<file path="src/rtl/regfile_sb_pkg.sv">
`default_nettype none
// ============================================================================
// Module      : regfile_pkg
// Description : Default sizing constants and the address type shared by the
//               scoreboarded register file, its interface and its bench.
// Revision    : 1.0 - initial release
// ============================================================================
package regfile_pkg;

    localparam int DEF_DATA_W   = 16;
    localparam int DEF_NREGS    = 16;
    localparam int DEF_PC_SHIFT = 2;
    localparam int DEF_ADDR_W   = $clog2(DEF_NREGS);

    typedef logic [DEF_ADDR_W-1:0] addr_t;

endpackage
`default_nettype wire

</file>
<file path="src/rtl/regfile_sb_if.sv">
`default_nettype none
// ============================================================================
// Module      : regfile_sb_if
// Description : Read, write, issue and writeback signals of the scoreboarded
//               register file. The master drives requests; the slave is the
//               register file itself.
// Revision    : 1.0 - initial release
// ============================================================================
interface regfile_sb_if import regfile_pkg::*; #(
    parameter int DATA_W = DEF_DATA_W,
    parameter int NREGS  = DEF_NREGS
) ();

    localparam int ADDR_W = $clog2(NREGS);

    logic [DATA_W-1:0]              pc;
    logic [ADDR_W-1:0]              rd_addr_0;
    logic [ADDR_W-1:0]              rd_addr_1;
    logic [DATA_W-1:0]              rd_data_0;
    logic [DATA_W-1:0]              rd_data_1;
    logic                           rd_busy_0;
    logic                           rd_busy_1;
    logic                           wa_en;
    logic [ADDR_W-1:0]              wa_addr;
    logic [DATA_W-1:0]              wa_data;
    logic                           issue_en;
    logic [ADDR_W-1:0]              issue_addr;
    logic                           wb_valid;
    logic [ADDR_W-1:0]              wb_addr;
    logic [DATA_W-1:0]              wb_data;
    logic                           wb_ready;
    logic [NREGS-1:0]               busy_vec;
    logic                           err;
    logic [NREGS-2:0][DATA_W-1:0]   dbg_regs;

    modport master (
        output pc, rd_addr_0, rd_addr_1,
        output wa_en, wa_addr, wa_data,
        output issue_en, issue_addr,
        output wb_valid, wb_addr, wb_data,
        input  rd_data_0, rd_data_1, rd_busy_0, rd_busy_1,
        input  wb_ready, busy_vec, err, dbg_regs
    );

    modport slave (
        input  pc, rd_addr_0, rd_addr_1,
        input  wa_en, wa_addr, wa_data,
        input  issue_en, issue_addr,
        input  wb_valid, wb_addr, wb_data,
        output rd_data_0, rd_data_1, rd_busy_0, rd_busy_1,
        output wb_ready, busy_vec, err, dbg_regs
    );

endinterface
`default_nettype wire

</file>
<file path="src/rtl/regfile_sb_scoreboard.sv">
`default_nettype none
// ============================================================================
// Module      : regfile_scoreboard
// Description : Per-register pending-write bits for long-latency ops, the
//               busy view seen by the read ports, and the sticky hazard flag.
// Revision    : 1.0 - initial release
// ============================================================================
module regfile_scoreboard import regfile_pkg::*; #(
    parameter int NREGS  = DEF_NREGS,
    parameter int PC_REG = NREGS - 1,
    parameter int ADDR_W = $clog2(NREGS)
) (
    input  logic              clk,
    input  logic              reset,
    input  logic              issue_en,
    input  logic [ADDR_W-1:0] issue_addr,
    input  logic              wa_en,
    input  logic [ADDR_W-1:0] wa_addr,
    input  logic              wb_fire,
    input  logic [ADDR_W-1:0] wb_addr,
    input  logic [ADDR_W-1:0] rd_addr_0,
    input  logic [ADDR_W-1:0] rd_addr_1,
    output logic              rd_busy_0,
    output logic              rd_busy_1,
    output logic [NREGS-1:0]  busy_vec,
    output logic              err
);

    localparam logic [ADDR_W-1:0] PC_ADDR = ADDR_W'(PC_REG);

    logic [NREGS-1:0] busy_q;
    logic [NREGS-1:0] clr_vec;
    logic [NREGS-1:0] set_vec;
    logic [NREGS-1:0] busy_nxt;
    logic             err_q;
    logic             waw_hazard;
    logic             orphan_wb;
    logic             wa_hazard;

    // Per-register clear (writeback) and set (issue) strobes; the PC alias
    // can never become pending.
    always_comb begin
        clr_vec = '0;
        set_vec = '0;
        for (int a = 0; a < NREGS; a++) begin
            clr_vec[a] = wb_fire && (wb_addr == ADDR_W'(a));
            set_vec[a] = issue_en && (issue_addr == ADDR_W'(a)) && (a != PC_REG);
        end
    end

    // Set after clear, so an issue landing with a writeback keeps the bit.
    assign busy_nxt = (busy_q & ~clr_vec) | set_vec;

    // Hazards are diagnostic only: the offending access still takes effect.
    assign waw_hazard = issue_en && busy_q[issue_addr] && !clr_vec[issue_addr];
    assign orphan_wb  = wb_fire && !busy_q[wb_addr];
    assign wa_hazard  = wa_en && busy_q[wa_addr];

    // Scoreboard bits and sticky error register.
    always_ff @(posedge clk) begin
        if (reset) begin
            busy_q <= '0;
            err_q  <= 1'b0;
        end else begin
            busy_q <= busy_nxt;
            err_q  <= err_q | waw_hazard | orphan_wb | wa_hazard;
        end
    end

    // A writeback retiring this cycle already makes the register readable.
    assign rd_busy_0 = busy_q[rd_addr_0] && !clr_vec[rd_addr_0] && (rd_addr_0 != PC_ADDR);
    assign rd_busy_1 = busy_q[rd_addr_1] && !clr_vec[rd_addr_1] && (rd_addr_1 != PC_ADDR);

    assign busy_vec = busy_q;
    assign err      = err_q;

endmodule
`default_nettype wire

</file>
<file path="src/rtl/regfile_sb.sv">
`default_nettype none
// ============================================================================
// Module      : regfile_sb
// Description : Two-read register file with a single-cycle write port, a
//               stallable long-latency writeback port, write-through bypass
//               and a pending-write scoreboard. The top register reads as
//               the scaled program counter.
// Revision    : 1.0 - initial release
// ============================================================================
module regfile_sb import regfile_pkg::*; #(
    parameter int DATA_W   = DEF_DATA_W,
    parameter int NREGS    = DEF_NREGS,
    parameter int PC_REG   = NREGS - 1,
    parameter int PC_SHIFT = DEF_PC_SHIFT
) (
    input  logic       clk,
    input  logic       reset,
    regfile_sb_if.slave bus
);

    localparam int                ADDR_W  = $clog2(NREGS);
    localparam logic [ADDR_W-1:0] PC_ADDR = ADDR_W'(PC_REG);

    logic [DATA_W-1:0] regs [NREGS];
    logic              wb_ready;
    logic              wb_fire;
    logic [DATA_W-1:0] pc_alias;

    // Port A always wins; the writeback side simply waits a cycle.
    assign wb_ready = !reset && !bus.wa_en;
    assign wb_fire  = bus.wb_valid && wb_ready;
    assign pc_alias = bus.pc >> PC_SHIFT;

    // Register array update; the PC alias entry is never written.
    always_ff @(posedge clk) begin
        if (reset) begin
            for (int i = 0; i < NREGS; i++) begin
                regs[i] <= '0;
            end
        end else if (bus.wa_en) begin
            if (bus.wa_addr != PC_ADDR) begin
                regs[bus.wa_addr] <= bus.wa_data;
            end
        end else if (wb_fire) begin
            if (bus.wb_addr != PC_ADDR) begin
                regs[bus.wb_addr] <= bus.wb_data;
            end
        end
    end

    // Read port 0: PC alias, then port A bypass, then writeback bypass.
    always_comb begin
        bus.rd_data_0 = regs[bus.rd_addr_0];
        if (bus.rd_addr_0 == PC_ADDR) begin
            bus.rd_data_0 = pc_alias;
        end else if (bus.wa_en && (bus.wa_addr == bus.rd_addr_0)) begin
            bus.rd_data_0 = bus.wa_data;
        end else if (wb_fire && (bus.wb_addr == bus.rd_addr_0)) begin
            bus.rd_data_0 = bus.wb_data;
        end
    end

    // Read port 1: same priority as port 0.
    always_comb begin
        bus.rd_data_1 = regs[bus.rd_addr_1];
        if (bus.rd_addr_1 == PC_ADDR) begin
            bus.rd_data_1 = pc_alias;
        end else if (bus.wa_en && (bus.wa_addr == bus.rd_addr_1)) begin
            bus.rd_data_1 = bus.wa_data;
        end else if (wb_fire && (bus.wb_addr == bus.rd_addr_1)) begin
            bus.rd_data_1 = bus.wb_data;
        end
    end

    // Debug view lists the architectural registers, skipping the PC alias.
    for (genvar j = 0; j < NREGS - 1; j++) begin : g_dbg
        localparam int SRC = (j < PC_REG) ? j : j + 1;
        assign bus.dbg_regs[j] = regs[SRC];
    end

    assign bus.wb_ready = wb_ready;

    regfile_scoreboard #(
        .NREGS  (NREGS),
        .PC_REG (PC_REG),
        .ADDR_W (ADDR_W)
    ) u_scoreboard (
        .clk        (clk),
        .reset      (reset),
        .issue_en   (bus.issue_en),
        .issue_addr (bus.issue_addr),
        .wa_en      (bus.wa_en),
        .wa_addr    (bus.wa_addr),
        .wb_fire    (wb_fire),
        .wb_addr    (bus.wb_addr),
        .rd_addr_0  (bus.rd_addr_0),
        .rd_addr_1  (bus.rd_addr_1),
        .rd_busy_0  (bus.rd_busy_0),
        .rd_busy_1  (bus.rd_busy_1),
        .busy_vec   (bus.busy_vec),
        .err        (bus.err)
    );

endmodule
`default_nettype wire

</file>
<file path="src/flat_wrapper.sv">
// flat-port wrapper written by rule: the top's interface ports become plain ports
module regfile_sb_flat import regfile_pkg::*;
#(
    parameter int DATA_W   = DEF_DATA_W,
    parameter int NREGS    = DEF_NREGS,
    parameter int PC_REG   = NREGS - 1,
    parameter int PC_SHIFT = DEF_PC_SHIFT
)
  (clk, reset, bus_pc, bus_rd_addr_0, bus_rd_addr_1, bus_wa_en, bus_wa_addr, bus_wa_data, bus_issue_en, bus_issue_addr, bus_wb_valid, bus_wb_addr, bus_wb_data, bus_rd_data_0, bus_rd_data_1, bus_rd_busy_0, bus_rd_busy_1, bus_wb_ready, bus_busy_vec, bus_err, bus_dbg_regs);
  regfile_sb_if #(.DATA_W(DATA_W), .NREGS(NREGS)) bus_i ();
  input  logic clk;
  input  logic reset;
  input wire logic [$bits(bus_i.pc)-1:0] bus_pc;
  input wire logic [$bits(bus_i.rd_addr_0)-1:0] bus_rd_addr_0;
  input wire logic [$bits(bus_i.rd_addr_1)-1:0] bus_rd_addr_1;
  input wire logic [$bits(bus_i.wa_en)-1:0] bus_wa_en;
  input wire logic [$bits(bus_i.wa_addr)-1:0] bus_wa_addr;
  input wire logic [$bits(bus_i.wa_data)-1:0] bus_wa_data;
  input wire logic [$bits(bus_i.issue_en)-1:0] bus_issue_en;
  input wire logic [$bits(bus_i.issue_addr)-1:0] bus_issue_addr;
  input wire logic [$bits(bus_i.wb_valid)-1:0] bus_wb_valid;
  input wire logic [$bits(bus_i.wb_addr)-1:0] bus_wb_addr;
  input wire logic [$bits(bus_i.wb_data)-1:0] bus_wb_data;
  output wire logic [$bits(bus_i.rd_data_0)-1:0] bus_rd_data_0;
  output wire logic [$bits(bus_i.rd_data_1)-1:0] bus_rd_data_1;
  output wire logic [$bits(bus_i.rd_busy_0)-1:0] bus_rd_busy_0;
  output wire logic [$bits(bus_i.rd_busy_1)-1:0] bus_rd_busy_1;
  output wire logic [$bits(bus_i.wb_ready)-1:0] bus_wb_ready;
  output wire logic [$bits(bus_i.busy_vec)-1:0] bus_busy_vec;
  output wire logic [$bits(bus_i.err)-1:0] bus_err;
  output wire logic [$bits(bus_i.dbg_regs)-1:0] bus_dbg_regs;
  assign bus_i.pc = bus_pc;
  assign bus_i.rd_addr_0 = bus_rd_addr_0;
  assign bus_i.rd_addr_1 = bus_rd_addr_1;
  assign bus_i.wa_en = bus_wa_en;
  assign bus_i.wa_addr = bus_wa_addr;
  assign bus_i.wa_data = bus_wa_data;
  assign bus_i.issue_en = bus_issue_en;
  assign bus_i.issue_addr = bus_issue_addr;
  assign bus_i.wb_valid = bus_wb_valid;
  assign bus_i.wb_addr = bus_wb_addr;
  assign bus_i.wb_data = bus_wb_data;
  assign bus_rd_data_0 = bus_i.rd_data_0;
  assign bus_rd_data_1 = bus_i.rd_data_1;
  assign bus_rd_busy_0 = bus_i.rd_busy_0;
  assign bus_rd_busy_1 = bus_i.rd_busy_1;
  assign bus_wb_ready = bus_i.wb_ready;
  assign bus_busy_vec = bus_i.busy_vec;
  assign bus_err = bus_i.err;
  assign bus_dbg_regs = bus_i.dbg_regs;
  regfile_sb #(.DATA_W(DATA_W), .NREGS(NREGS), .PC_REG(PC_REG), .PC_SHIFT(PC_SHIFT)) u_core (.clk(clk), .reset(reset), .bus(bus_i));
endmodule
</file>
<file path="config.mk">
export PLATFORM = sky130hd
export DESIGN_NAME = regfile_sb_flat
export DESIGN_NICKNAME = d
export VERILOG_FILES = /design/src/rtl/regfile_sb_pkg.sv /design/src/rtl/regfile_sb_if.sv /design/src/rtl/regfile_sb_scoreboard.sv /design/src/rtl/regfile_sb.sv /design/src/flat_wrapper.sv
export SDC_FILE = /design/constraint.sdc
export NUM_CORES = 1
export LEC_CHECK = 0
export CORE_AREA = 4 4 192 194
export DETAILED_ROUTE_END_ITERATION = 12
export DIE_AREA = 0 0 196 198
export GPL_TIMING_DRIVEN = 0
export PLACE_DENSITY = 0.78
export SLEW_MARGIN = 0
export SYNTH_ARGS = -nofsm -noshare
export SYNTH_HDL_FRONTEND = slang
export SYNTH_SLANG_ARGS = --single-unit
</file>
<file path="constraint.sdc">
create_clock -name clk -period 2.8 [get_ports clk]
set_input_delay 0.56 -clock clk [delete_from_list [all_inputs] [get_ports clk]]
set_output_delay 0.56 -clock clk [all_outputs]
set_load 0.05 [all_outputs]
</file>
==> results of run 1 <==
-- where the power goes --
part / total (mW) / internal (mW) / switching [mW]
combinational: 4.15 / 1.62 / 2.53
sequential: 4.98 / 4.74 / 0.246
clock: 3.86 / 2.17 / 1.69
total: 13.0 / 8.53 / 4.46
-- registers in the layout, summed over array words and instances, names as in the netlist --
name / flops
u_core.regs: 256
u_core.u_scoreboard.busy_vec: 16
u_core.u_scoreboard.err: 1
-- what timing repair did --
action,in CTS,in global routing
cloned,6,1
hold endpoints to repair,0,0
setup endpoints to repair,429,175
pin swaps,56,27
gates resized for setup,539,52
setup buffers,127,28
-- cell families after synthesis --
logic type,count (synthesis),synth area share [%]
and+or+nand+nor,390,11.17
DFF,273,50.28
muxes,206,24.39
AOI/OAI and AO/OA,181,9.145
buffers and inverters,124,3.895
xor gates and xnor gates,20,1.097
other,1,0.02349
-- stage by stage --
| stage | TNS, ns | std cells | util (%) |
|---|---|---|---|
| final | -9.708 | 2234 | 67.88 |
| after global routing | -10.04 | 2233 | 67.87 |
| after CTS | -8.544 | 2207 | 66.68 |
| after detailed placement | -446.85 | 2021 | 57.62 |
| after global placement | -425.77 | 2021 | 57.62 |
| after floorplan | -0.4723 | 1210 | - |
-- cell usage in the layout (no fill, tap or decap), types with 7 or more instances in the layout --
master           netlist  final
buf_12                 0     23
mux4_2               146    146
clkdlybuf4s50_1        0    307
buf_8                  0     20
buf_2                 53     21
dfxtp_1               17     13
clkinv_1               0      9
nand2_2                4      7
buf_4                  4    146
conb_1                 1     16
a211oi_4               0     24
o221a_2               14     12
nor2b_1               20     13
edfxtp_1             256    256
clkbuf_8               0      9
a221o_2                0     16
o22a_1                16     16
a22o_1                14     14
a21oi_1               46     18
clkbuf_2               0     11
xnor2_1               12     10
nand2b_2               0     12
nor2_1               254    252
buf_6                 10     50
nand2_1               33     30
mux2i_1               56     50
a21oi_2                2     29
clkbuf_16              0     31
clkbuf_1              44     28
and2_4                 0     13
-- worst min-delay path, stage by stage --
cell	delay, ns
buf_4	0.18
o41ai_4	0.12
a21oi_1	0.11
-- routing by layer --
metal / vias to the layer above / track usage, % / part of all wire, %
li1: 5766 / - / -
met4: 2 / 21.23 / 8.2
met5: - / 0 / 0.057
met3: 325 / 9.461 / 14
met2: 1557 / 56.67 / 45
met1: 7292 / 45.48 / 32
-- path summary, 6_finish.rpt --
| check | start | endpoint | slack [ns] | cells past startpoint |
|---|---|---|---|---|
| worst max-delay path | u_core.regs[10][15]$_SDFFCE_PN0P_ | bus_rd_data_1[15] | -0.48 | 5 |
| worst min-delay path | bus_wb_addr[1] | u_core.u_scoreboard.busy_vec[0]$_SDFF_PP0_ | 0.43 | 3 |
| worst max register to register | u_core.u_scoreboard.busy_vec[7]$_SDFF_PP0_ | u_core.u_scoreboard.err$_SDFF_PP0_ | 1.07 | 5 |
| worst min register to register | u_core.u_scoreboard.busy_vec[8]$_SDFF_PP0_ | u_core.u_scoreboard.busy_vec[8]$_SDFF_PP0_ | 0.52 | 2 |
-- final cells by class --
cell class / count / area [um2]
antenna: 1 / 2.502
buffer: 118 / 1091
multi-input combinational: 813 / 8255
inverter: 5 / 18.77
clock buffer: 36 / 752.0
tap: 461 / 576.8
clock inverter: 17 / 156.4
timing repair buffer: 510 / 5025
fill: 2386 / 11310
sequential: 273 / 8033
-- synth_stat cells, types with 8 or more instances --
cell and count:
nor2_1 254, nand2_1 33, o221a_2 14, clkbuf_1 44, nand2b_1 21, xnor2_1 12, buf_2 53, a221o_1 16
buf_6 10, mux4_2 146, buf_1 8, and2_1 15, nor2b_1 20, mux2i_1 56, xor2_1 8, dfxtp_1 17
a22o_1 14, a21oi_1 46, nand3_1 9, a211oi_1 22, o22a_1 16, edfxtp_1 256
==> impl_metrics.yaml, run 1 <==
detailed_routing:
  num_vias: 14940
  wl_per_cell_um: 32.90
  drcViolationCount: 0
  ant_nets: 0
  routed_wirelength_um: 73500
  dr.pass1.iters: 5
  viasPerCell: 6.688
  drtIter0Drc: 2267
timing:
  worst_slew_pin_slew_ns: 1.296
  layout_setup_ws_ns: -0.4819
  post-route-period-util_pct: 117.2
  max_freq_mhz: 304.7
  setup_viol: 34
  rsz0062_at_grt: "true"
  finalHoldViolCount: 0
  fin_skew_ns: 0.006712
  fin_hold_ws_ns: 0.4348
  finalMaxSlewViolations: 0
  max_slew_margin_pct: 13.58
  final.min_clock_period_ns: 3.282
global_routing:
  antenna_found_initial: 1
  gr-total-overflow: 0
  grt_usage_pct: 36.06
  grt_pass1_wl_um: 102300
  grt_pass1_vias: 14860
  grt_start_max_net_pins: 17
clocking:
  clk-insertion-delay-late_ns: 0.57
  clock-sinks: 273
  htreeDepth: 1
  cts_buffers: 29
  cts.clk_slew.worst_paths_ns: 0.07
  cts_hold_buf: 0
  clk_path_buf_depth: 3
  cts_tree: "yes"
  root_buffer: "clkbuf_16"
logic_synthesis:
  postSynthCellCount: 1195
  synthDistinctLibCells: 70
  yosys-top-cells-area: "edfxtp_1 48%, mux4_2 21%, nor2_1 6.0%, mux2i_1 3.5%, dfxtp_1 2.1%"
  synth_edf_count: 256
  synth-main-ff-cell: "edfxtp_1"
  syn_area_mm2: 0.01597
  yosys_warnings: 0
  avgSynthCellArea_um2: 13.36
  yosysTopAreaCell: "edfxtp_1"
  ys_seq_area_share_pct: 50.28
  yosys.area.top_type_share_pct: 48.15
  synthArstFlopShare_pct: 0
  ys_ff_latch: 273
cells_and_area:
  area_growth_pct: 49.75
  drive_above_1_share_pct: 37.42
  final_area_mm2: 0.02391
  nets: 1823
place:
  io_buffers: 350
  place_area_mm2: 0.02029
  post-place-ws_ns: -2.334
  place_congestion: 0.9967
  hpwlAfterDp_um: 49550
die:
  die_w_um: 196
  dieArea_mm2: 0.03881
  fp.dieH_um: 198
  rows: 69
  start_util_pct: 45.33
  fp.coreArea_mm2: 0.03522
  io_pins: 365
setup_path:
  required_ns: 2.24
  timing_worst_setup_path_type: "flip-flop to output pin"
  cpMaxStageDelayCell: "edfxtp_1"
  cp.arrival_ns: 2.72
  start_kind: "flip-flop"
  cp_cell_sequence: "mux4_2, mux4_2, nor3b_1, a221o_2, buf_6"
  crit_fanout: 2
  path_common_cell: "mux4_2"
  cpPeakStageDelay_ns: 0.50
  path_buf_inv: 1
  critPathCaptureType: "output pin"
  path_delay_family: "multiplexers"
pwr:
  leakage_nw: 8.635
  vdd_drop_max_mv: 0.3817
  power.density_mw_per_mm2: 543.5
  finalPower_mw: 13.00
job:
  drv_cap: 0
worst_hold_path:
  hp-class: "input pin to flip-flop"
status:
  violations: "negative setup slack"
  status: "finished, violations left"
(Power assumes the default switching activity.)
==> inputs of run 2 (changes only) <==
- MAX_ROUTING_LAYER: unset -> met4
- SYNTH_HIERARCHICAL: unset -> 1
==> impl_metrics.yaml, run 2 <==
status:
  status: "finished, violations left"
  violations: "negative setup slack"
die:
  fp.coreArea_mm2: 0.03522
  io_pins: 365
  rows: 69
  dieArea_mm2: 0.03881
  start_util_pct: 46.58
  die_w_um: 196
  fp.dieH_um: 198
logic_synthesis:
  yosys-top-cells-area: "edfxtp_1 47%, mux4_2 12%, nor2_1 6.5%, mux2i_1 5.6%, mux2_2 4.0%"
  ys_seq_area_share_pct: 48.92
  yosysTopAreaCell: "edfxtp_1"
  yosys_warnings: 6
  synthDistinctLibCells: 77
  synth-main-ff-cell: "edfxtp_1"
  yosys.area.top_type_share_pct: 46.85
  ys_ff_latch: 273
  synthArstFlopShare_pct: 0
  synth_edf_count: 256
  postSynthCellCount: 1367
  yosysMostFrequentCell: "nor2_1"
  syn_area_mm2: 0.01641
  synthTopCellsByCount: "284 x nor2_1, 256 x edfxtp_1, 92 x mux2i_1"
  avgSynthCellArea_um2: 12.00
place:
  post-place-ws_ns: -2.499
  hpwlAfterDp_um: 54690
  io_buffers: 355
  dp_cells: 2198
  place_congestion: 1.042
  place_area_mm2: 0.02106
worst_hold_path:
  hp-class: "input pin to flip-flop"
setup_path:
  crit_fanout: 5
  timing_worst_setup_path_type: "input pin to output pin"
  cp.arrival_ns: 2.67
  critPathCaptureType: "output pin"
  required_ns: 2.24
  start_kind: "input pin"
timing:
  rsz0062_at_grt: "true"
  max_freq_mhz: 309.8
  final.min_clock_period_ns: 3.228
  max_slew_margin_pct: 22.11
  fin_skew_ns: 0.001268
  finalMaxSlewViolations: 0
  finalHoldViolCount: 0
  tns_ns: -7.429
  worst_slew_pin_slew_ns: 1.168
  setup_viol: 34
  post-route-period-util_pct: 115.3
  layout_setup_ws_ns: -0.4276
cells_and_area:
  layout_commonest_cell: "clkdlybuf4s50_1"
  nets: 1948
  final_area_mm2: 0.02412
  largest_reg_flops: 256
  area_growth_pct: 46.97
  drive_above_1_share_pct: 34.39
  regMostFlops: "u_core/regs"
  final_cells: 2358
  layout_common_cells: "306 x clkdlybuf4s50_1, 268 x nor2_1, 256 x edfxtp_1, 122 x buf_4, 85 x mux4_2"
detailed_routing:
  drtIter0Drc: 2590
  drcViolationCount: 0
  wl_per_cell_um: 31.70
  ant_nets: 0
  routed_wirelength_um: 74750
  viasPerCell: 6.617
  num_vias: 15600
  dr.pass1.iters: 8
pwr:
  leakage_nw: 8.726
  power.density_mw_per_mm2: 518.7
  vdd_drop_max_mv: 0.6055
  finalPower_mw: 12.51
clocking:
  cts.clk_slew.worst_paths_ns: 0.06
  clock-sinks: 273
  cts_hold_buf: 0
  cts_buffers: 29
  htreeDepth: 1
  clk_path_buf_depth: 3
  root_buffer: "clkbuf_16"
  cts_tree: "yes"
  clk-insertion-delay-late_ns: 0.57
global_routing:
  antenna_found_initial: 5
  grt_pass1_vias: 14820
  grt_usage_pct: 37.11
  grt_start_max_net_pins: 17
  grt_pass1_wl_um: 103500
  gr-total-overflow: 0
job:
  drv_cap: 0
==> run 2: cell count changes in the layout (fill, tap and decap cells not counted), moves of 18 or more <==
| cell | previous run | this run |
|---|---|---|
| a211oi_4 | 24 | 0 |
| a21oi_2 | 29 | 2 |
| a22oi_1 | 2 | 29 |
| a22oi_2 | 0 | 29 |
| buf_4 | 146 | 122 |
| mux2_2 | 4 | 58 |
| mux2i_1 | 50 | 77 |
| mux4_2 | 146 | 85 |
| o22ai_2 | 0 | 18 |
==> run 2: cells by family after synthesis <==
group                  synth area share (%)
AND/OR/NAND/NOR                       13.18
flip-flops                            48.92
multiplexers                          23.11
AO/OA/AOI/OAI                         9.219
buffers and inverters                 4.308
XOR/XNOR                              1.228
other                               0.02285
==> run 2: report_power, final <==
group          switching, mW  total, mW  internal, mW  leakage (nW)
Clock                   1.59       3.46          1.88         0.406
Sequential             0.264       5.00          4.73          2.59
Combinational           2.53       4.05          1.52          5.73
Total                   4.38       12.5          8.13          8.73
==> run 2: final timing paths <==
path         slack (ns)                                       start                                    endpoint  cells past startpoint
min reg2reg        0.57          u_core/u_scoreboard/err$_SDFF_PP0_          u_core/u_scoreboard/err$_SDFF_PP0_                      2
max reg2reg        0.81  u_core/u_scoreboard/busy_vec[2]$_SDFF_PP0_          u_core/u_scoreboard/err$_SDFF_PP0_                      5
max               -0.43                                   bus_wa_en                               bus_rd_busy_1                      9
min                0.37                           bus_issue_addr[0]  u_core/u_scoreboard/busy_vec[3]$_SDFF_PP0_                      3
==> run 2: layout make-up <==
cell class	count	area, um2
plain buffers	114	1159
multi-input cells	977	8910
fillers	2463	11110
clock inverters	14	66.31
flip-flops and latches	273	8028
well taps	461	576.8
clock buffers	35	748.2
inverters	8	35.03
repair buffers	472	4583
diodes	4	10.01
==> run 2: layer usage <==
metal | global-route usage [%] | vias up | part of all wire, %
met3 | 8.031 | 249 | 14
met1 | 50.52 | 7621 | 36
met4 | 9.982 | 0 | 4.0
met2 | 57.17 | 1514 | 46
li1 | - | 6219 | -
met5 | - | - | 0
==> run 2: through the flow <==
| stage | utilization, % | hold slack [ns] |
|---|---|---|
| 4_1_cts | 66.12 | 0.3626 |
| 3_5_place_dp | 59.80 | 0.5626 |
| 2_1_floorplan | - | 0.7373 |
| 5_1_grt | 68.46 | 0.4130 |
| 3_3_place_gp | 59.80 | 0.5319 |
| 6_report | 68.46 | 0.3652 |
==> run 2: worst max-delay path, cell delays in order <==
cell     delay (ns)
buf_12         0.10
or3b_4         0.42
inv_6          0.10
or3b_4         0.43
o21ai_4        0.22
mux2i_1        0.11
o21a_1         0.17
a311o_2        0.39
buf_8          0.16
==> run 2: timing repair <==
action / CTS / global route
pin swaps: 37 / 37
endpoints found under the setup margin: 367 / 210
resized for setup: 551 / 89
buffers inserted: 46 / 65
cloned: 3 / 3
